`src/rtl/ram_rr_arbiter.sv`:
```
// Two-requester arbiter sharing one single-port synchronous RAM, one operation in flight.
// Define RAM_ARB_FIXED_PRI_EN for fixed priority (requester 0 wins ties) instead of round-robin.
module ram_rr_arbiter #(
  parameter int ADDR_W = 3,
  parameter int DATA_W = 8
) (
  input  logic              clk,
  input  logic              rst_n,
  input  logic              req0,
  input  logic              we0,
  input  logic [ADDR_W-1:0] addr0,
  input  logic [DATA_W-1:0] wdata0,
  output logic              gnt0,
  output logic              rvalid0,
  input  logic              req1,
  input  logic              we1,
  input  logic [ADDR_W-1:0] addr1,
  input  logic [DATA_W-1:0] wdata1,
  output logic              gnt1,
  output logic              rvalid1,
  output logic [DATA_W-1:0] rdata,
  output logic              busy,
  output logic              ram_en,
  output logic              ram_we,
  output logic [ADDR_W-1:0] ram_addr,
  output logic [DATA_W-1:0] ram_din,
  input  logic [DATA_W-1:0] ram_dout
);

  typedef enum logic [1:0] {
    IDLE = 2'd0,
    CMD  = 2'd1,
    RESP = 2'd2
  } state_e;

  state_e              state_q;
  logic                owner_q;
  logic                is_read_q;
  logic                gnt0_q, gnt1_q, rvalid0_q, rvalid1_q, busy_q;
  logic                ram_en_q, ram_we_q;
  logic [ADDR_W-1:0]   ram_addr_q;
  logic [DATA_W-1:0]   ram_din_q, rdata_q;
`ifndef RAM_ARB_FIXED_PRI_EN
  logic                last_grant_q;
`endif

  logic                win1_d;
  logic                win_we_d;
  logic [ADDR_W-1:0]   win_addr_d;
  logic [DATA_W-1:0]   win_wdata_d;

  // Winner selection and mux of the winning request fields.
  always_comb begin
    win1_d = 1'b0;
`ifdef RAM_ARB_FIXED_PRI_EN
    if (req0) begin
      win1_d = 1'b0;
    end else if (req1) begin
      win1_d = 1'b1;
    end else begin
      win1_d = 1'b0;
    end
`else
    if (req0 && req1) begin
      win1_d = ~last_grant_q;
    end else if (req1) begin
      win1_d = 1'b1;
    end else begin
      win1_d = 1'b0;
    end
`endif
    if (win1_d) begin
      win_we_d    = we1;
      win_addr_d  = addr1;
      win_wdata_d = wdata1;
    end else begin
      win_we_d    = we0;
      win_addr_d  = addr0;
      win_wdata_d = wdata0;
    end
  end

  // Arbitration FSM; every output is a register updated here.
  always_ff @(posedge clk or negedge rst_n) begin
    if (!rst_n) begin
      state_q      <= IDLE;
      owner_q      <= 1'b0;
      is_read_q    <= 1'b0;
      gnt0_q       <= 1'b0;
      gnt1_q       <= 1'b0;
      rvalid0_q    <= 1'b0;
      rvalid1_q    <= 1'b0;
      busy_q       <= 1'b0;
      ram_en_q     <= 1'b0;
      ram_we_q     <= 1'b0;
      ram_addr_q   <= '0;
      ram_din_q    <= '0;
      rdata_q      <= '0;
`ifndef RAM_ARB_FIXED_PRI_EN
      last_grant_q <= 1'b1;
`endif
    end else begin
      gnt0_q    <= 1'b0;
      gnt1_q    <= 1'b0;
      rvalid0_q <= 1'b0;
      rvalid1_q <= 1'b0;
      case (state_q)
        IDLE: begin
          if (req0 || req1) begin
            gnt0_q       <= ~win1_d;
            gnt1_q       <= win1_d;
            ram_en_q     <= 1'b1;
            ram_we_q     <= win_we_d;
            ram_addr_q   <= win_addr_d;
            ram_din_q    <= win_wdata_d;
            owner_q      <= win1_d;
            is_read_q    <= ~win_we_d;
`ifndef RAM_ARB_FIXED_PRI_EN
            last_grant_q <= win1_d;
`endif
            busy_q       <= 1'b1;
            state_q      <= CMD;
          end else begin
            busy_q  <= 1'b0;
            state_q <= IDLE;
          end
        end
        CMD: begin
          // RAM samples the command at this edge; address/data stay as they were.
          ram_en_q <= 1'b0;
          ram_we_q <= 1'b0;
          if (is_read_q) begin
            busy_q  <= 1'b1;
            state_q <= RESP;
          end else begin
            busy_q  <= 1'b0;
            state_q <= IDLE;
          end
        end
        RESP: begin
          rdata_q   <= ram_dout;
          rvalid0_q <= ~owner_q;
          rvalid1_q <= owner_q;
          busy_q    <= 1'b0;
          state_q   <= IDLE;
        end
        default: begin
          ram_en_q <= 1'b0;
          ram_we_q <= 1'b0;
          busy_q   <= 1'b0;
          state_q  <= IDLE;
        end
      endcase
    end
  end

  assign gnt0     = gnt0_q;
  assign gnt1     = gnt1_q;
  assign rvalid0  = rvalid0_q;
  assign rvalid1  = rvalid1_q;
  assign rdata    = rdata_q;
  assign busy     = busy_q;
  assign ram_en   = ram_en_q;
  assign ram_we   = ram_we_q;
  assign ram_addr = ram_addr_q;
  assign ram_din  = ram_din_q;

endmodule
```
`config.mk`:
```
export PLATFORM = sky130hd
export DESIGN_NAME = ram_rr_arbiter
export DESIGN_NICKNAME = d
export VERILOG_FILES = /design/src/rtl/ram_rr_arbiter.sv
export SDC_FILE = /design/constraint.sdc
export NUM_CORES = 1
export LEC_CHECK = 0
export ABC_AREA = 1
export BUFFER_PORTS_ARGS = -buffer_cell sky130_fd_sc_hd__buf_2
export CORE_ASPECT_RATIO = 1.2
export CORE_MARGIN = 2
export CORE_UTILIZATION = 40
export DETAILED_ROUTE_END_ITERATION = 8
export HOLD_SLACK_MARGIN = 0.05
export PLACE_DENSITY = 0.71
export SLEW_MARGIN = 15
export SYNTH_ARGS = -nofsm -noshare
export SYNTH_HDL_FRONTEND = slang
export SYNTH_SLANG_ARGS = --single-unit
```
`constraint.sdc`:
```
create_clock -name clk -period 1.2 [get_ports clk]
set_clock_uncertainty 0.2 [all_clocks]
set_input_delay 0.06 -clock clk [delete_from_list [all_inputs] [get_ports clk]]
set_output_delay 0.06 -clock clk [all_outputs]
set_load 0.05 [all_outputs]
```
* Word-level counts from Yosys, hierarchy flattened *
Cells that the tools add are included.

operators by class
  mux-type cells = 21
  reductions and logical operators = 5
  eq/ne operators = 3
  bitwise gates (word level) = 5

operators with widths
  operator                                                         count
  1-bit two-way mux                                                14
  8-bit two-way mux                                                1
  1-bit one-hot mux with 2 select lines                            3
  1-bit inverter                                                   5
  2-bit one-hot mux with 2 select lines                            1
  2-bit AND reduction                                              2
  3-bit two-way mux                                                1
  2-bit by 1-bit == test with 1-bit output, second input constant  1
  2-bit == test, second input constant                             1
  2-bit logical NOT                                                1
  2-bit two-way mux                                                1
  2-bit inequality test, second input constant                     1
  1-bit logical AND                                                1
  1-bit logical OR                                                 1

word-level totals
  output and inout port bits = 26
  input bits = 36
  register bits = 31

* Longest topological paths before layout *
Gate-level depths: netlist (run 1).

  depth in word-level cells = 5
  mapped depth = 7
  gate-level depth less buffers = 6

* Worst setup path after synthesis (run 1) *
Ideal clock, no wire load.

  path kind = reg-to-reg
  from = register last_grant_q
  to = register ram_addr_q[2] (netlist: ram_addr[2])
  arrival = 0.974 ns
  path slack = -0.091 ns
  setup time = 0.118 ns
  path buffers = 1
  data required time = 0.882 ns
  period minus slack after synthesis = 1.291 ns
  cell stages (with the launch flop) = 7
  cells stage by stage = dfstp_2 > nand2_1 > buf_2 > nand3_1 > nand2_1 > nand2_1 > nand2_1

on the way
  cells in the longest elaborated chain, start to end = 3

ends and longest elaborated chain
  what                    line  RTL
  from (decl)             44    logic last_grant_q;
  from (signal assigned)  119   last_grant_q <= win1_d;
  1-bit inverter          65    win1_d = ~last_grant_q;
  1-bit two-way mux       64    if (req0 && req1) begin
  3-bit two-way mux       72    if (win1_d) begin
  to (signal assigned)    114   ram_addr_q <= win_addr_d;
  to (decl)               41    logic [ADDR_W-1:0] ram_addr_q;

Every way passes these cells.
A chain may end at the register's enable or synchronous reset.

* Worst setup path after layout (run 1) *
  from = register last_grant_q
  to = register ram_din_q[0] (netlist: ram_din[0])

on the way
  cells in the longest elaborated chain, start to end = 3

ends and longest elaborated chain
  what                  line  RTL
  1-bit inverter        65
  1-bit two-way mux     64
  8-bit two-way mux     72
  to (signal assigned)  115   ram_din_q <= win_wdata_d;
  to (decl)             42    logic [DATA_W-1:0] ram_din_q, rdata_q;

Every way passes these cells.

==> impl_metrics.ini, run 1 <==
[outcome]
status = finished with violations
violations = setup timing

[critical_path]
crit_path_max_fanout = 7
endpoint_kind = flop
path_delay_family = flip-flops
r2r_setup_slack_ns = -0.08
cp-start-kind = flop
worstPathRequired_ns = 1.17
crit_path_start = last_grant_q
reg2reg_from = last_grant_q
path_common_cell = nand2_1
cpPeakStageDelay_ns = 0.55
cpMaxStageDelayCell = dfstp_2
crit_arrival_ns = 1.25
worstReg2RegEnd = ram_din[0]
reg2reg_depth = 6
crit_chain = nand2_4, buf_6, nand3_2, nand2_1, nand2_1, nand2_1
worst-path-stages = 6
crit_type = flop to flop
crit_buf_inv = 1

[cells_and_area]
diodes = 0
layoutNonFillerInstCount = 312
final_nets = 311
stdcell_area_sq_um = 2320
drive_above_1_share_pct = 36.4
nFillCells = 246
area_delta_synth_final_pct = 70.4

[route]
topRoutingLayerUsed = met4
drt_wl_total_mm = 3.77
final_antenna_net_count = 0
vias = 1459
first_iter_violations = 52
drt_first_pass_iters = 4
routed-wl-met3_um = 210
vias_per_cell = 4.68
routedWlPerCell_um = 12.1
drc = 0
met2_length_mm = 1.93
wl_met1_mm = 1.56

[synth]
synth_cells = 166
synth-simple-area-share_pct = 35.9
yosys_warnings = 0
ys_ff_latch = 31
synth_area_sq_um = 1360
ys_types = 20
synth.top_cell.area_share_pct = 55.1
synthTopCellsByCount = nand2_1, dfrtp_1, nand3_1
synth_top_family_by_area = simple AND/OR/NAND/NOR gates
synth_most_common_cell = nand2_1
synth_async_sr_flop_share_pct = 100
muxShareOfSynthArea_pct = 0
synth_xor_area_share_pct = 0
synth-main-ff-cell = dfrtp_1
synth_area_leaders = dfrtp_1, nand2_1, nand3_1, dfstp_2, buf_2
synth-seq-area-share_pct = 57.0
synth_compound_area_share_pct = 1.65
syn-num-nets = 202
synthAdderAreaFrac_pct = 0
syn_area_per_cell_sq_um = 8.21
synth_largest_area_cell = dfrtp_1
synth_enable_flop_cells = 0

[floorplanning]
io_pins = 62
die_area_sq_um = 3890
fp-row-count = 23
floorplan.initialDensity_pct = 41.2
fp.dieW_um = 57.3
die_h_um = 67.9
core_sq_um = 3310

[global_route]
grt_use_total_pct = 19.6
overflow = 0
antenna_found_initial = 0
grt_pass1_wl_mm = 5.77
grt_max_degree = 18
grt_pass1_vias = 1327

[clock_network]
cts_tree = built
cts_root_buffer = clkbuf_8
postCtsHoldBufs = 36
clk_pin_slew_ns = 0.06
cts_buffers = 5
cts_buffer_depth = 2
clock_latency_ns = 0.28
cts.sinks = 31
h-tree-depth = 2

[sta]
setup_viol = 16
tightest_slew_ns = 0.304
rsz0062_at_grt = true
layout_setup_ws_ns = -0.0779
final_hold_viol_count = 0
period_minus_slack_ns = 1.28
maxSlewViolCount = 0
relSlewSlack_pct = 79.7
period_share_pct = 106
fmax_ghz = 0.783

[placement]
dp_hpwl_mm = 2.33
dp.cells = 267
placed_cell_area_sq_um = 1770
routabilityCongestion = 0.795
numPortBuffers = 61
dp_slack_ns = -0.112

[flow_run]
cap_violations = 0

[power]
p_leak_nw = 1.31
power_density_nw_per_um2 = 2580
ir_drop_uv = 1760

[worst_hold_path]
min_path_type = primary input to asynchronous set/reset pin
worst max-delay path by stage:
stage,to
after global routing,ram_din[2]
after global placement,ram_din[2]
final,ram_din[0]
after detailed placement,ram_din[3]
after CTS,ram_addr[2]
after floorplan,ram_addr[0]
repair_timing:
action	4_1_cts	5_1_grt
gates resized for setup	10	9
endpoints found under the hold margin	56	9
pin swaps	6	6
endpoints found under the setup margin	22	22
setup buffers	0	1
cloned	0	1
layout make-up:
| type | count | area, sq um | share of cell area (%) |
|---|---|---|---|
| sequential | 31 | 777 | 33.5 |
| inverter | 7 | 38.8 | 1.67 |
| clock inverter | 1 | 5.00 | 0.216 |
| clock buffer | 6 | 82.6 | 3.56 |
| multi-input combinational | 122 | 601 | 25.9 |
| tap | 37 | 46.3 | 1.99 |
| timing repair buffer | 108 | 772 | 33.2 |
logic make-up (layout without fill, tap and decap cells):
logic type      Yosys count  in the layout
compound gates            4              4
buf+inv                  14            122
flops                    31             31
simple gates            117            118
sequential cells by signal, indices dropped and copies added (netlist names):
register,flops
busy,1
gnt0,1
gnt1,1
is_read_q,1
last_grant_q,1
owner_q,1
ram_addr,3
ram_din,8
ram_en,1
ram_we,1
rdata,8
rvalid0,1
rvalid1,1
state_q,2
report_power, final:
| group | switching, mW | leakage (nW) | internal, mW | total, mW |
|---|---|---|---|---|
| logic | 2.47 | 0.876 | 0.921 | 3.39 |
| registers | 0.248 | 0.384 | 1.54 | 1.79 |
| clock network | 0.351 | 0.0470 | 0.449 | 0.800 |
layer usage:
| layer | GRT usage, % | up-vias |
|---|---|---|
| li1 | - | 739 |
| met1 | 23.2 | 659 |
| met2 | 33.8 | 52 |
| met3 | 4.73 | 9 |
| met4 | 9.01 | 0 |
| met5 | 0 | - |
stage by stage:
step	utilization (%)	total power, mW	setup TNS [ns]	hold slack (ns)
2_1_floorplan	-	4.14	-0.468	-0.436
3_3_place_gp	53.4	4.85	-1.03	-0.240
3_5_place_dp	53.4	4.90	-1.39	-0.234
4_1_cts	68.5	5.92	-0.783	0.00956
5_1_grt	70.2	6.35	-1.91	0.0372
6_report	70.2	5.98	-0.982	0.00509
cells in the final DEF (no fill, tap or decap), drive strengths merged:
master	synthesis	layout
clkinv	1	2
nor2	6	6
nand3b	1	1
dfstp	1	1
nand2	88	89
buf	6	72
clkbuf	1	6
o21ai	2	2
nand4	1	1
a21oi	1	1
dlygate4sd3	0	36
o21bai	1	1
nand3	21	21
dfrtp	30	30
inv	6	6
Note: power is estimated with default switching activity, not from simulation.
==> run 2, diff against run 1 <==
- PLACE_DENSITY: 0.71 -> 0.68
- clock period: 1.2 -> 1.49 ns (I/O delays scaled with it)
==> impl_metrics.ini, run 2 (same netlist as run 1, synthesis figures left out) <==
[outcome]
status = finished clean

[cells_and_area]
diodes = 0
area_delta_synth_final_pct = 58.0
post-route-util_pct = 65.1
final_nets = 302
nFillCells = 271
drive_above_1_share_pct = 30.0
stdcell_area_sq_um = 2150
final_cell_mix = nand2_1, buf_2, dlygate4sd3_1
final_common_cell = nand2_1

[placement]
dp_hpwl_mm = 2.18
numPortBuffers = 61
placed_cell_area_sq_um = 1700
routabilityCongestion = 0.724

[route]
routedWlPerCell_um = 12.2
drt_wl_total_mm = 3.70
drc = 0
drt_first_pass_iters = 4
first_iter_violations = 27
final_antenna_net_count = 0
vias_per_cell = 4.78
met2_length_mm = 1.89
topRoutingLayerUsed = met4
wl_met1_mm = 1.53
routed-wl-met3_um = 247
vias = 1452

[clock_network]
cts_root_buffer = clkbuf_8
cts_tree = built
cts_setup_buffers = 0
cts_buffer_depth = 2
clock_latency_ns = 0.27
clk_pin_slew_ns = 0.06
cts.sinks = 31
h-tree-depth = 2
cts_buffers = 5

[critical_path]
crit_path_start = state_q[0]
crit_path_max_fanout = 17
worstReg2RegEnd = owner_q
cpMaxStageDelayCell = dfrtp_1
r2r_setup_slack_ns = 0.09
crit_arrival_ns = 1.35
endpoint_kind = flop
cp-start-kind = flop
path_delay_family = simple AND/OR/NAND/NOR gates
reg2reg_depth = 4
crit_type = flop to flop
cpPeakStageDelay_ns = 0.40
crit_end = owner_q
crit_buf_inv = 1
crit_chain = nor2_2, nand2_8, clkinv_4, o21ai_0
reg2reg_from = state_q[0]
worstPathRequired_ns = 1.44
worst-path-stages = 4

[sta]
period_minus_slack_ns = 1.40
rsz0062_at_grt = false
tns_ns = 0
relSlewSlack_pct = 55.0
setup_viol = 0
fmax_ghz = 0.714
final_hold_viol_count = 0
period_share_pct = 94.0
maxSlewViolCount = 0
tightest_slew_ns = 0.676

[floorplanning]
core_sq_um = 3310
fp-row-count = 23
die_area_sq_um = 3890
die_h_um = 67.9
io_pins = 62
fp.dieW_um = 57.3
floorplan.initialDensity_pct = 41.2

[power]
p_leak_nw = 1.22
power_density_nw_per_um2 = 2120
ir_drop_uv = 1580
power_mw = 4.57

[global_route]
overflow = 0
antenna_found_initial = 0
grt_pass1_vias = 1502
grt_use_total_pct = 21.1
grt_max_degree = 32
grt_pass1_wl_mm = 6.35

[flow_run]
cap_violations = 0

[worst_hold_path]
min_path_type = primary input to asynchronous set/reset pin
==> run 2: report_power, final <==
part / internal, mW / leakage, nW / switching, mW
Sequential: 1.24 / 0.384 / 0.197
Combinational: 0.626 / 0.798 / 1.90
Clock: 0.327 / 0.0422 / 0.284
Total: 2.19 / 1.22 / 2.38
==> run 2: per-layer routing <==
metal,vias to the layer above,GRT usage [%]
met4,0,5.52
met1,657,24.5
li1,719,-
met3,4,5.67
met2,72,38.8
met5,-,0
==> run 2: layout make-up <==
class | count | area, sq um | share of cell area [%]
Sequential cell | 31 | 777 | 36.1
Timing Repair Buffer | 100 | 689 | 32.0
Multi-Input combinational cell | 121 | 528 | 24.5
Clock buffer | 7 | 76.3 | 3.54
Tap cell | 37 | 46.3 | 2.15
Inverter | 7 | 31.3 | 1.45
Clock inverter | 1 | 5.00 | 0.232
==> run 2: worst min path at each step <==
| stage | from | to | slack (ns) | cells after the start |
|---|---|---|---|---|
| final | rst_n | rdata[3] | 0.18 | 2 |
| after global routing | rst_n | gnt1 | 0.23 | 2 |
| after CTS | rst_n | gnt1 | 0.20 | 2 |
| after detailed placement | rst_n | rvalid1 | -0.05 | 1 |
| after global placement | rst_n | rdata[4] | -0.05 | 1 |
| after floorplan | rst_n | busy | -0.42 | 0 |
==> run 2: stage by stage <==
| step | hold slack (ns) | worst slack, ns | cells |
|---|---|---|---|
| final | 0.183 | 0.0900 | 304 |
| after global routing | 0.232 | 0.00173 | 304 |
| after CTS | 0.197 | 0.0466 | 304 |
| after detailed placement | -0.0455 | 0.105 | 261 |
| after global placement | -0.0515 | 0.131 | 261 |
| after floorplan | -0.421 | 0.199 | 166 |
==> run 2: worst reg2reg max path, stage by stage (launching register included) <==
cell	delay (ns)
dfrtp_1	0.40
nor2_2	0.30
nand2_8	0.15
clkinv_4	0.13
o21ai_0	0.10
==> run 2: what timing repair did <==
item,CTS,global route
endpoints found under the setup margin,0,6
gates resized for setup,0,4
hold buffers,35,0
endpoints found under the hold margin,55,0
